--- src/rtl/atd_sampler.sv ---
// atd_sampler: ATD receive front end.
//   Synchronizes the asynchronous ATD_clk/ATD_data pair into the clk domain,
//   rejects ATD_clk glitches shorter than FILTER_LEN synced samples, takes one
//   bit per qualified rising edge and assembles WORD_W-bit words MSB-first.
// Ports:
//   clk, n_rst        system clock, asynchronous active-low reset
//   ATD_clk, ATD_data async serial bit clock and data (data valid at clk rise)
//   enable            1 = receive; 0 = idle, clears progress and overrun
//   data_taken        consumer has read hold_word (1-cycle pulse)
//   ATD_shift_enable  1-cycle pulse per accepted bit
//   shift_data        live shift register, MSB-first
//   bit_count         bits held in the current partial word
//   hold_word         last completed word
//   word_pending      hold_word valid and unread
//   overrun           sticky: a word completed while the previous one was unread
module atd_sampler #(
  parameter int unsigned FILTER_LEN = 2,
  parameter int unsigned WORD_W     = 16
) (
  input  logic              clk,
  input  logic              n_rst,
  input  logic              ATD_clk,
  input  logic              ATD_data,
  input  logic              enable,
  input  logic              data_taken,
  output logic              ATD_shift_enable,
  output logic [WORD_W-1:0] shift_data,
  output logic [4:0]        bit_count,
  output logic [WORD_W-1:0] hold_word,
  output logic              word_pending,
  output logic              overrun
);

  localparam logic [3:0] FLEN     = 4'(FILTER_LEN);
  localparam logic [4:0] LAST_BIT = 5'(WORD_W - 1);

  typedef enum logic [1:0] {
    LOW,
    RISE_QUAL,
    HIGH,
    FALL_QUAL
  } state_t;

  state_t            state_q, state_d;
  logic [3:0]        qcnt_q, qcnt_d;
  logic              cap_q, cap_d;
  logic              armed_q;
  logic [1:0]        clk_sync_q, data_sync_q;
  logic              clk_s, data_s;

  logic              pulse_q, pulse_d;
  logic [WORD_W-1:0] shift_q, shift_d;
  logic [4:0]        bcnt_q, bcnt_d;
  logic [WORD_W-1:0] hold_q, hold_d;
  logic              pend_q, pend_d;
  logic              ovr_q, ovr_d;

  logic              accept;
  logic              acc_bit;
  logic              complete;
  logic [WORD_W-1:0] shift_next;

  assign clk_s  = clk_sync_q[1];
  assign data_s = data_sync_q[1];

  // Identical chains keep clk_s and data_s mutually aligned.
  always_ff @(posedge clk or negedge n_rst) begin
    if (!n_rst) begin
      clk_sync_q  <= '0;
      data_sync_q <= '0;
    end else begin
      clk_sync_q  <= {clk_sync_q[0], ATD_clk};
      data_sync_q <= {data_sync_q[0], ATD_data};
    end
  end

  always_ff @(posedge clk or negedge n_rst) begin
    if (!n_rst) begin
      state_q <= LOW;
      qcnt_q  <= '0;
      cap_q   <= 1'b0;
      armed_q <= 1'b0;
    end else begin
      state_q <= state_d;
      qcnt_q  <= qcnt_d;
      cap_q   <= cap_d;
      armed_q <= enable;
    end
  end

  always_comb begin
    state_d = state_q;
    qcnt_d  = qcnt_q;
    cap_d   = cap_q;
    accept  = 1'b0;
    acc_bit = cap_q;
    unique case (state_q)
      LOW: begin
        if (clk_s) begin
          if (!armed_q) begin
            // First enabled cycle with the line already high: treat it as a
            // stale high so a qualified low is needed before any bit.
            state_d = HIGH;
          end else if (FLEN == 4'd1) begin
            accept  = 1'b1;
            acc_bit = data_s;
            state_d = HIGH;
          end else begin
            state_d = RISE_QUAL;
            qcnt_d  = 4'd1;
            cap_d   = data_s;
          end
        end
      end
      RISE_QUAL: begin
        if (!clk_s) begin
          state_d = LOW;
        end else begin
          qcnt_d = qcnt_q + 4'd1;
          if (qcnt_q + 4'd1 == FLEN) begin
            accept  = 1'b1;
            state_d = HIGH;
          end
        end
      end
      HIGH: begin
        if (!clk_s) begin
          if (FLEN == 4'd1) begin
            state_d = LOW;
          end else begin
            state_d = FALL_QUAL;
            qcnt_d  = 4'd1;
          end
        end
      end
      FALL_QUAL: begin
        if (clk_s) begin
          state_d = HIGH;
        end else begin
          qcnt_d = qcnt_q + 4'd1;
          if (qcnt_q + 4'd1 == FLEN) begin
            state_d = LOW;
          end
        end
      end
      default: state_d = LOW;
    endcase
    if (!enable) begin
      state_d = LOW;
      accept  = 1'b0;
    end
  end

  assign shift_next = {shift_q[WORD_W-2:0], acc_bit};
  assign complete   = accept && (bcnt_q == LAST_BIT);

  always_comb begin
    pulse_d = accept;
    shift_d = accept ? shift_next : shift_q;
    bcnt_d  = bcnt_q;
    if (accept) begin
      bcnt_d = complete ? 5'd0 : bcnt_q + 5'd1;
    end
    hold_d = complete ? shift_next : hold_q;
    // Completion beats a simultaneous data_taken: the new word stays pending.
    pend_d = complete ? 1'b1 : (data_taken ? 1'b0 : pend_q);
    ovr_d  = ovr_q | (complete & pend_q & ~data_taken);
    if (!enable) begin
      pulse_d = 1'b0;
      shift_d = '0;
      bcnt_d  = '0;
      pend_d  = 1'b0;
      ovr_d   = 1'b0;
    end
  end

  always_ff @(posedge clk or negedge n_rst) begin
    if (!n_rst) begin
      pulse_q <= 1'b0;
      shift_q <= '0;
      bcnt_q  <= '0;
      hold_q  <= '0;
      pend_q  <= 1'b0;
      ovr_q   <= 1'b0;
    end else begin
      pulse_q <= pulse_d;
      shift_q <= shift_d;
      bcnt_q  <= bcnt_d;
      hold_q  <= hold_d;
      pend_q  <= pend_d;
      ovr_q   <= ovr_d;
    end
  end

  assign ATD_shift_enable = pulse_q;
  assign shift_data       = shift_q;
  assign bit_count        = bcnt_q;
  assign hold_word        = hold_q;
  assign word_pending     = pend_q;
  assign overrun          = ovr_q;

endmodule

--- config.mk ---
export PLATFORM = sky130hd
export DESIGN_NAME = atd_sampler
export DESIGN_NICKNAME = d
export VERILOG_FILES = /design/src/rtl/atd_sampler.sv
export SDC_FILE = /design/constraint.sdc
export NUM_CORES = 1
export LEC_CHECK = 0
export CORE_ASPECT_RATIO = 0.8
export CORE_MARGIN = 2
export CORE_UTILIZATION = 30
export DETAILED_ROUTE_END_ITERATION = 8
export PLACE_DENSITY = 0.52
export SYNTH_ARGS = -nofsm -noshare
export SYNTH_HDL_FRONTEND = slang
export SYNTH_SLANG_ARGS = --single-unit
--- constraint.sdc ---
create_clock -name clk -period 4.5 [get_ports clk]
set_clock_uncertainty 0.2 [all_clocks]
set_input_delay 0.9 -clock clk [delete_from_list [all_inputs] [get_ports clk]]
set_output_delay 0.9 -clock clk [all_outputs]
set_load 0.05 [all_outputs]
==> reports/results.txt, run 1 <==
The H-tree generated during clock tree synthesis spans 2 levels. For the arrival time at the worst endpoint, the log shows 3.01 ns. Summing the areas of all xor and xnor instances in the mapped netlist gives 0.391% of the synthesized area. For the number of nets in the layout, the log shows 244. Data on the critical path is required at its endpoint by 4.49 ns. Summing the areas of all fa, ha and maj instances in the mapped netlist gives 1.68% of the synthesized area. In this run the top signal layer used is met4. In this run, the number of DRC markers left after iteration 0 of detailed routing was 68. By startpoint and endpoint, the worst setup path is classified as register to register. Max-cap violations in this run came to 0. After clock tree synthesis, the clock-pin slew on the worst setup and hold paths is 0.10 ns.

The site row count came out at 28. After floorplanning, the core was sized to cover 7320 um^2. In this run the post-CTS setup repair buffer count came out at 0. The average vias per placed instance came out at 5.11. Of all cell types, the one taking the most synthesized area is dfrtp_1. The biggest cell delay along the critical path was 0.76 ns; the complex-gate fraction of the synthesized area was 14.0%. For the final setup violation count, the log shows 0.

Timing would allow up to 331 MHz. After clock tree synthesis, the flow added hold-fix buffers numbering 0. The DRC violation count after routing came out at 0. The most common cell in the synthesized netlist is dfrtp_1. Routability-driven placement finished with a final weighted congestion of 0.745. The tools report the number of diodes as 0. The final layout contains routed wiring with a total length of 4930 um. In this run the mean area of a mapped cell was 11.6 um^2. The run gives 293 um as the detailed-routed wire length on met3.

The detail-routed net length per standard cell is 15.1 um. In the final layout, the multi-input gates occupy 862 um^2. The completed layout was analyzed and its total power is 0.931 mW.

The proportion of synthesized area in mux cells works out to 10.0%. Counting flops and latches in the post-synthesis netlist gives 52. Global routing used 13.0% of the available tracks across all layers. The register area was 1300 um^2; the die footprint was 8180 um^2. Together, buffers and inverters on the worst path number 0.

The first global-routing pass estimated 8110 um of wire. Number of global-route vias before repair: 1571. The routed layout has 1665 vias.

The die is 101 um wide. The tree is rooted in a clkbuf_8. Met1 routed wirelength after detailed routing: 2480 um. The number of nets handed over by synthesis was 202. The floorplan step set the die height to 81.3 um.

TritonCTS built the clock tree. STA classifies the critical path endpoint as a register. The transition at the pin with the smallest max-transition slack was 0.853 ns.

The commonest cells after synthesis are 52 x dfrtp_1, 23 x nand3_1, 21 x a21oi_1, 19 x mux2_2, 17 x o21ai_0. In the post-synthesis netlist, the biggest area contributors are dfrtp_1 58%, mux2_2 9.6%, nand3_1 5.1%. Setup repair after global routing left no endpoint under its margin. The initial core utilization is 30.6%, and the number of antenna violations at the first check in global routing is 0.

The fraction of layout cells with a size suffix above 1 was 14.8%; the total met2 wirelength after detailed routing was 2100 um. The total overflow left after global routing is 0. Iteration count of the initial detailed-routing pass: 4. The kind of start point of the critical path is a register. In the final timing run, aggregate negative setup slack is 0 ns.

The largest fanout on the critical path is 21, and the fraction of the yosys area taken by sequential cells is 58.1%. Synthesis instantiated 37 different standard cells from the library. The clock passes through at most 2 buffers. Portion of synthesized cell area occupied by the leading cell type: 58.1%.

Across the VDD grid, the largest voltage drop is 0.000187 V. The clock period minus worst slack was 3.02 ns. Measured against its own limit, the worst slew margin works out to 43.1%. Total of fill cells in the finished design: 726. After synthesis, the largest family of logic cells by area is compound AO/OA/AOI/OAI gates. In this run, synthesis inferred 0 flip-flops with an integrated enable. Among cell families on the critical path, the largest total delay comes from simple AND/OR/NAND/NOR gates. The area growth from synthesis to layout is 27.7%, and the instance count of the mapped netlist is 193.

The count of nets left with antenna violations once routing finished came out at 0. The total I/O pin count was 46; the share of flip-flops with an asynchronous set or reset was 100%. For this run, the number of Yosys warnings is 0. The max-slew violation count came out at 0. The combined area of all synthesized cells is 2240 um^2.

The number of hold-slack violations in the final timing report was 0; the clock sink count was 52. For this design the ratio of total power to cell area is 325 nW/um^2. The signal on the critical path passes through ha_1, or4b_4, o31a_2, nor3_4, mux2_2. In this run, CTS created clock tree buffers numbering 5. Pin count of the biggest net entering global routing: 38.

For this design, the slowest cell found on the critical path is nor3_4. For the leakage power, the log shows 1.23 nW. The commonest register cell after synthesis was dfrtp_1.

Input and output buffers added on the ports amount to 45. Once the clock tree was built, the resizer swapped 0 gates to a different size. The flow ran to the end, and the final reports show no timing, DRC or antenna violations. The worst hold path belongs to the class register to register.

The worst path uses 67.1% of the clock period. At the later pin of the worst-skew pair, clock insertion delay measures 0.31 ns. The half-perimeter wire length after placement is 3220 um, and the simple-gate portion of the synthesized area is 12.2%.
-- layout by cell type, fill, tap and decap left out, types with 2 or more instances in the layout --
cell,n
nand2b_1,2
nand2_1,4
clkbuf_8,6
dfrtp_1,52
and3b_1,2
nor3_1,2
a22o_1,2
ha_1,3
a21o_1,2
a21oi_1,21
clkinvlp_4,2
o21ai_0,17
clkdlybuf4s50_1,44
nor3b_1,2
inv_1,5
mux2_2,19
nor2_1,3
nand3_1,23
buf_4,3
and2_1,2
-- final timing paths --
kind | start | to | slack [ns] | cells past startpoint
max | qcnt_q[0] | hold_word[1] | 1.48 | 5
min | clk_sync_q[0] | clk_sync_q[1] | 0.16 | 0
min reg2reg | clk_sync_q[0] | clk_sync_q[1] | 0.16 | 0
min in group asynchronous | n_rst | clk_sync_q[1] | 0.49 | 1
max reg2reg | qcnt_q[0] | hold_word[1] | 1.48 | 5
max in group asynchronous | n_rst | hold_word[4] | 2.87 | 2
-- layout make-up --
type                    count  share of cell area [%]
clock buffers               6                    2.89
clock inverters             2                   0.525
inverters                   5                   0.656
multi-input cells         123                    30.1
flip-flops and latches     52                    45.5
well taps                  90                    3.94
repair buffers             48                    16.4
-- cell families (layout without fill, tap and decap cells) --
logic type | count (synthesis) | count (layout)
buffers and inverters | 18 | 61
AOI/OAI and AO/OA | 53 | 53
DFF | 52 | 52
xor gates and xnor gates | 1 | 1
and+or+nand+nor | 46 | 46
adders and majority gates | 3 | 3
muxes | 20 | 20
-- sequential cells by signal, summed over array words and instances (netlist names), 2 cells and up --
register     cells
state_q          2
data_sync_q      2
shift_data      16
bit_count        5
clk_sync_q       2
qcnt_q           4
hold_word       16
-- routing by layer --
layer	track usage (%)	vias to the layer above
met2	18.3	48
met4	4.52	0
met1	18.9	826
li1	-	786
met5	0	-
met3	3.61	5
-- where the power goes --
group	switching, mW	internal (mW)	total [mW]
Clock	0.156	0.125	0.281
Combinational	0.0968	0.0499	0.147
Sequential	0.0212	0.482	0.503
-- per-stage QoR --
stage | setup slack (ns) | util, % | std cells | area (um^2) | hold slack [ns]
final | 1.48 | 39.1 | 326 | 2860 | 0.156
after detailed placement | 1.21 | 37.7 | 318 | 2760 | 0.138
after CTS | 1.42 | 39.1 | 326 | 2860 | 0.161
after global placement | 1.25 | 37.7 | 318 | 2760 | 0.134
after global routing | 1.32 | 39.1 | 326 | 2860 | 0.180
after floorplan | 2.02 | - | 193 | 2240 | 0.131
(Power assumes the default switching activity.)
==> run 2: changes to the inputs <==
==> constraint.sdc (replaced) <==
create_clock -name clk -period 3.2 [get_ports clk]
set_clock_uncertainty 0.2 [all_clocks]
set_input_delay 0.64 -clock clk [delete_from_list [all_inputs] [get_ports clk]]
set_output_delay 0.64 -clock clk [all_outputs]
set_load 0.05 [all_outputs]
==> run 2 against run 1 <==
  * Non-clock buffer count is 4 higher
  * Sequential power is 41% higher
  * Worst hold slack worse by 0.0014 ns
  * First-iteration DRC count is 29% lower
  * Global-route usage is 0.45 points lower
  * Cell area is 0.79% higher
  * Worst setup slack worse by 0.93 ns
==> reports/results.txt, run 2 (same netlist as run 1, synthesis figures left out) <==
The iteration count of the initial detailed-routing pass is 4 (unchanged), and the maximum VDD drop is 0.000243 V (was 0.000187 V). The total of fill cells in the finished design was 728 (was 726); the pin count of the biggest net entering global routing was 53 (was 38). Commonest cells after routing, fill and taps aside: 52 x dfrtp_1, 44 x clkdlybuf4s50_1, 23 x nand3_1 (unchanged).

The worst-case clock buffer depth was 2 (unchanged). The transition at the pin with the smallest max-transition slack was 0.829 ns (was 0.853 ns); the die footprint was 8180 um^2 (unchanged). The run gives 1.29 mW (was 0.931 mW) as the total design power. The overall die height was 81.3 um (unchanged). The area growth from synthesis to layout is 28.7% (was 27.7%), and the number of antenna violations at the first check in global routing is 0 (unchanged). Class of the tightest hold or removal check: register to register (unchanged). The largest fanout on the critical path is 21 (unchanged). Required time at the endpoint of the critical path: 3.19 ns (was 4.49 ns). For the number of diodes, the log shows 0 (unchanged). The final setup violation count was 0 (unchanged). The run finished with clean final reports.

The max-slew violation count is 0 (unchanged), and the share of the cycle needed by the critical path after routing is 82.8% (was 67.1%). The logs give 28 (unchanged) for the site row count and 0 (unchanged) for the count of max-cap constraint violations. The total I/O pin count came out at 46 (unchanged). The tools report the cts-stage hold buffer count as 0 (unchanged). The DRC marker count from the first detailed-route iteration is 48 (was 68), and the final routed wirelength across all metal layers is 4790 um (was 4930 um). The initial core utilization was 30.6% (unchanged).

The later-pin clock latency in the skew report is 0.30 ns (was 0.31 ns), and the overall fraction of global-route tracks in use is 12.5% (was 13.0%). The global route total overflow is 0 (unchanged), and the clock sink count is 52 (unchanged). Average vias per placed instance: 4.98 (was 5.11).

For the post-detailed-route count of antenna-violating nets, the log shows 0 (unchanged). The clock-pin slew on the worst setup and hold paths was 0.09 ns (was 0.10 ns). The tools report the core outline area as 7320 um^2 (unchanged).

The arrival time at the worst endpoint is 2.64 ns (was 3.01 ns). The critical path class is register to register (unchanged). TritonCTS built the clock tree. The tools report the kind of start point of the critical path as a register (unchanged). The commonest non-fill, non-tap cell in the layout is dfrtp_1 (unchanged). The half-perimeter wire length after placement is 3210 um (was 3220 um), and the number of hold-slack violations in the final timing report is 0 (unchanged). The clock period minus worst slack is 2.65 ns (was 3.02 ns), and the total number of vias is 1642 (was 1665). The first-pass GRT wire length was 7970 um (was 8110 um). The tools report the total of cells resized after clock tree synthesis as 0 (unchanged). Cell at the root of the clock tree: clkbuf_8 (unchanged). The run gives 0 ns (unchanged) as the setup TNS.

The sort of element at the end of the critical path was a register (unchanged). Horizontal die dimension: 101 um (unchanged). The logs give 0 (unchanged) for the DRC violation count after routing and 1.25 nW (was 1.23 nW) for the leakage power. The run gives 44.4% (was 43.1%) as the worst slew slack as a fraction of its limit.

The run gives 248 (was 244) as the number of nets in the layout. The maximum clock frequency was 377 MHz (was 331 MHz). The count of input and output buffers was 45 (unchanged); the number of global-route vias before repair was 1591 (was 1571).

The detail-routed net length per standard cell was 14.5 um (was 15.1 um); the worst-case register-to-register setup slack was 0.55 ns (was 1.48 ns). The placer's final routability congestion estimate was 0.763 (was 0.745). The CTS buffer count is 5 (unchanged). The post-CTS setup-driven buffer insertion count came out at 0 (unchanged).

The power per unit of standard cell area was 448 nW/um^2 (was 325 nW/um^2). The fraction of layout cells with a size suffix above 1 was 15.4% (was 14.8%); the H-tree depth was 2 (unchanged). Setup repair after global routing left no endpoint under its margin.
-- run 2: cell count changes in the layout (fill, tap and decap cells not counted), sizes merged --
cell and delta:
clkbuf +2, buf +4, clkinvlp -2
-- run 2: per-layer routing --
layer | track usage, % | vias to the layer above | wire length, um
met5 | 0 | - | 0
li1 | - | 795 | -
met2 | 18.3 | 45 | 2090
met1 | 17.9 | 798 | 2390
met3 | 3.70 | 4 | 264
met4 | 3.42 | 0 | 51
-- run 2: critical path, stage by stage (launching register included) --
cell and delay, ns:
dfrtp_1 0.46, ha_1 0.26, or4b_4 0.55, o31a_2 0.25, nor3_4 0.24, buf_4 0.22
mux2_2 0.35
-- run 2: stage by stage --
stage               setup slack [ns]  hold WS, ns  util [%]  std cells  instance area, um^2
floorplan                      0.717        0.131         -        193                 2240
global placement               0.621        0.134      38.1        322                 2790
detailed placement             0.544        0.136      38.1        322                 2790
CTS                            0.534        0.158      39.4        330                 2880
global route                   0.433        0.180      39.4        330                 2880
finish                         0.551        0.155      39.4        330                 2880
-- run 2: final timing paths --
check | start | end | cells after the start
min | clk_sync_q[0] | clk_sync_q[1] | 0
min reg2reg | clk_sync_q[0] | clk_sync_q[1] | 0
max | qcnt_q[0] | hold_word[6] | 6
max in group asynchronous | n_rst | hold_word[5] | 2
min in group asynchronous | n_rst | clk_sync_q[0] | 2
max reg2reg | qcnt_q[0] | hold_word[6] | 6
-- run 2: final cells by class --
class | instances | area (um^2) | share of cell area, %
Clock buffer | 8 | 90.1 | 3.13
Inverter | 5 | 18.8 | 0.651
Multi-Input combinational cell | 123 | 862 | 29.9
Sequential cell | 52 | 1300 | 45.1
Tap cell | 90 | 113 | 3.91
Timing Repair Buffer | 52 | 498 | 17.3
-- run 2: report_power, final --
group	leakage [nW]	switching (mW)	total (mW)	internal (mW)
sequential	0.705	0.0296	0.707	0.677
combinational	0.503	0.131	0.202	0.0717
clock	0.0455	0.204	0.381	0.177
total	1.25	0.364	1.29	0.926
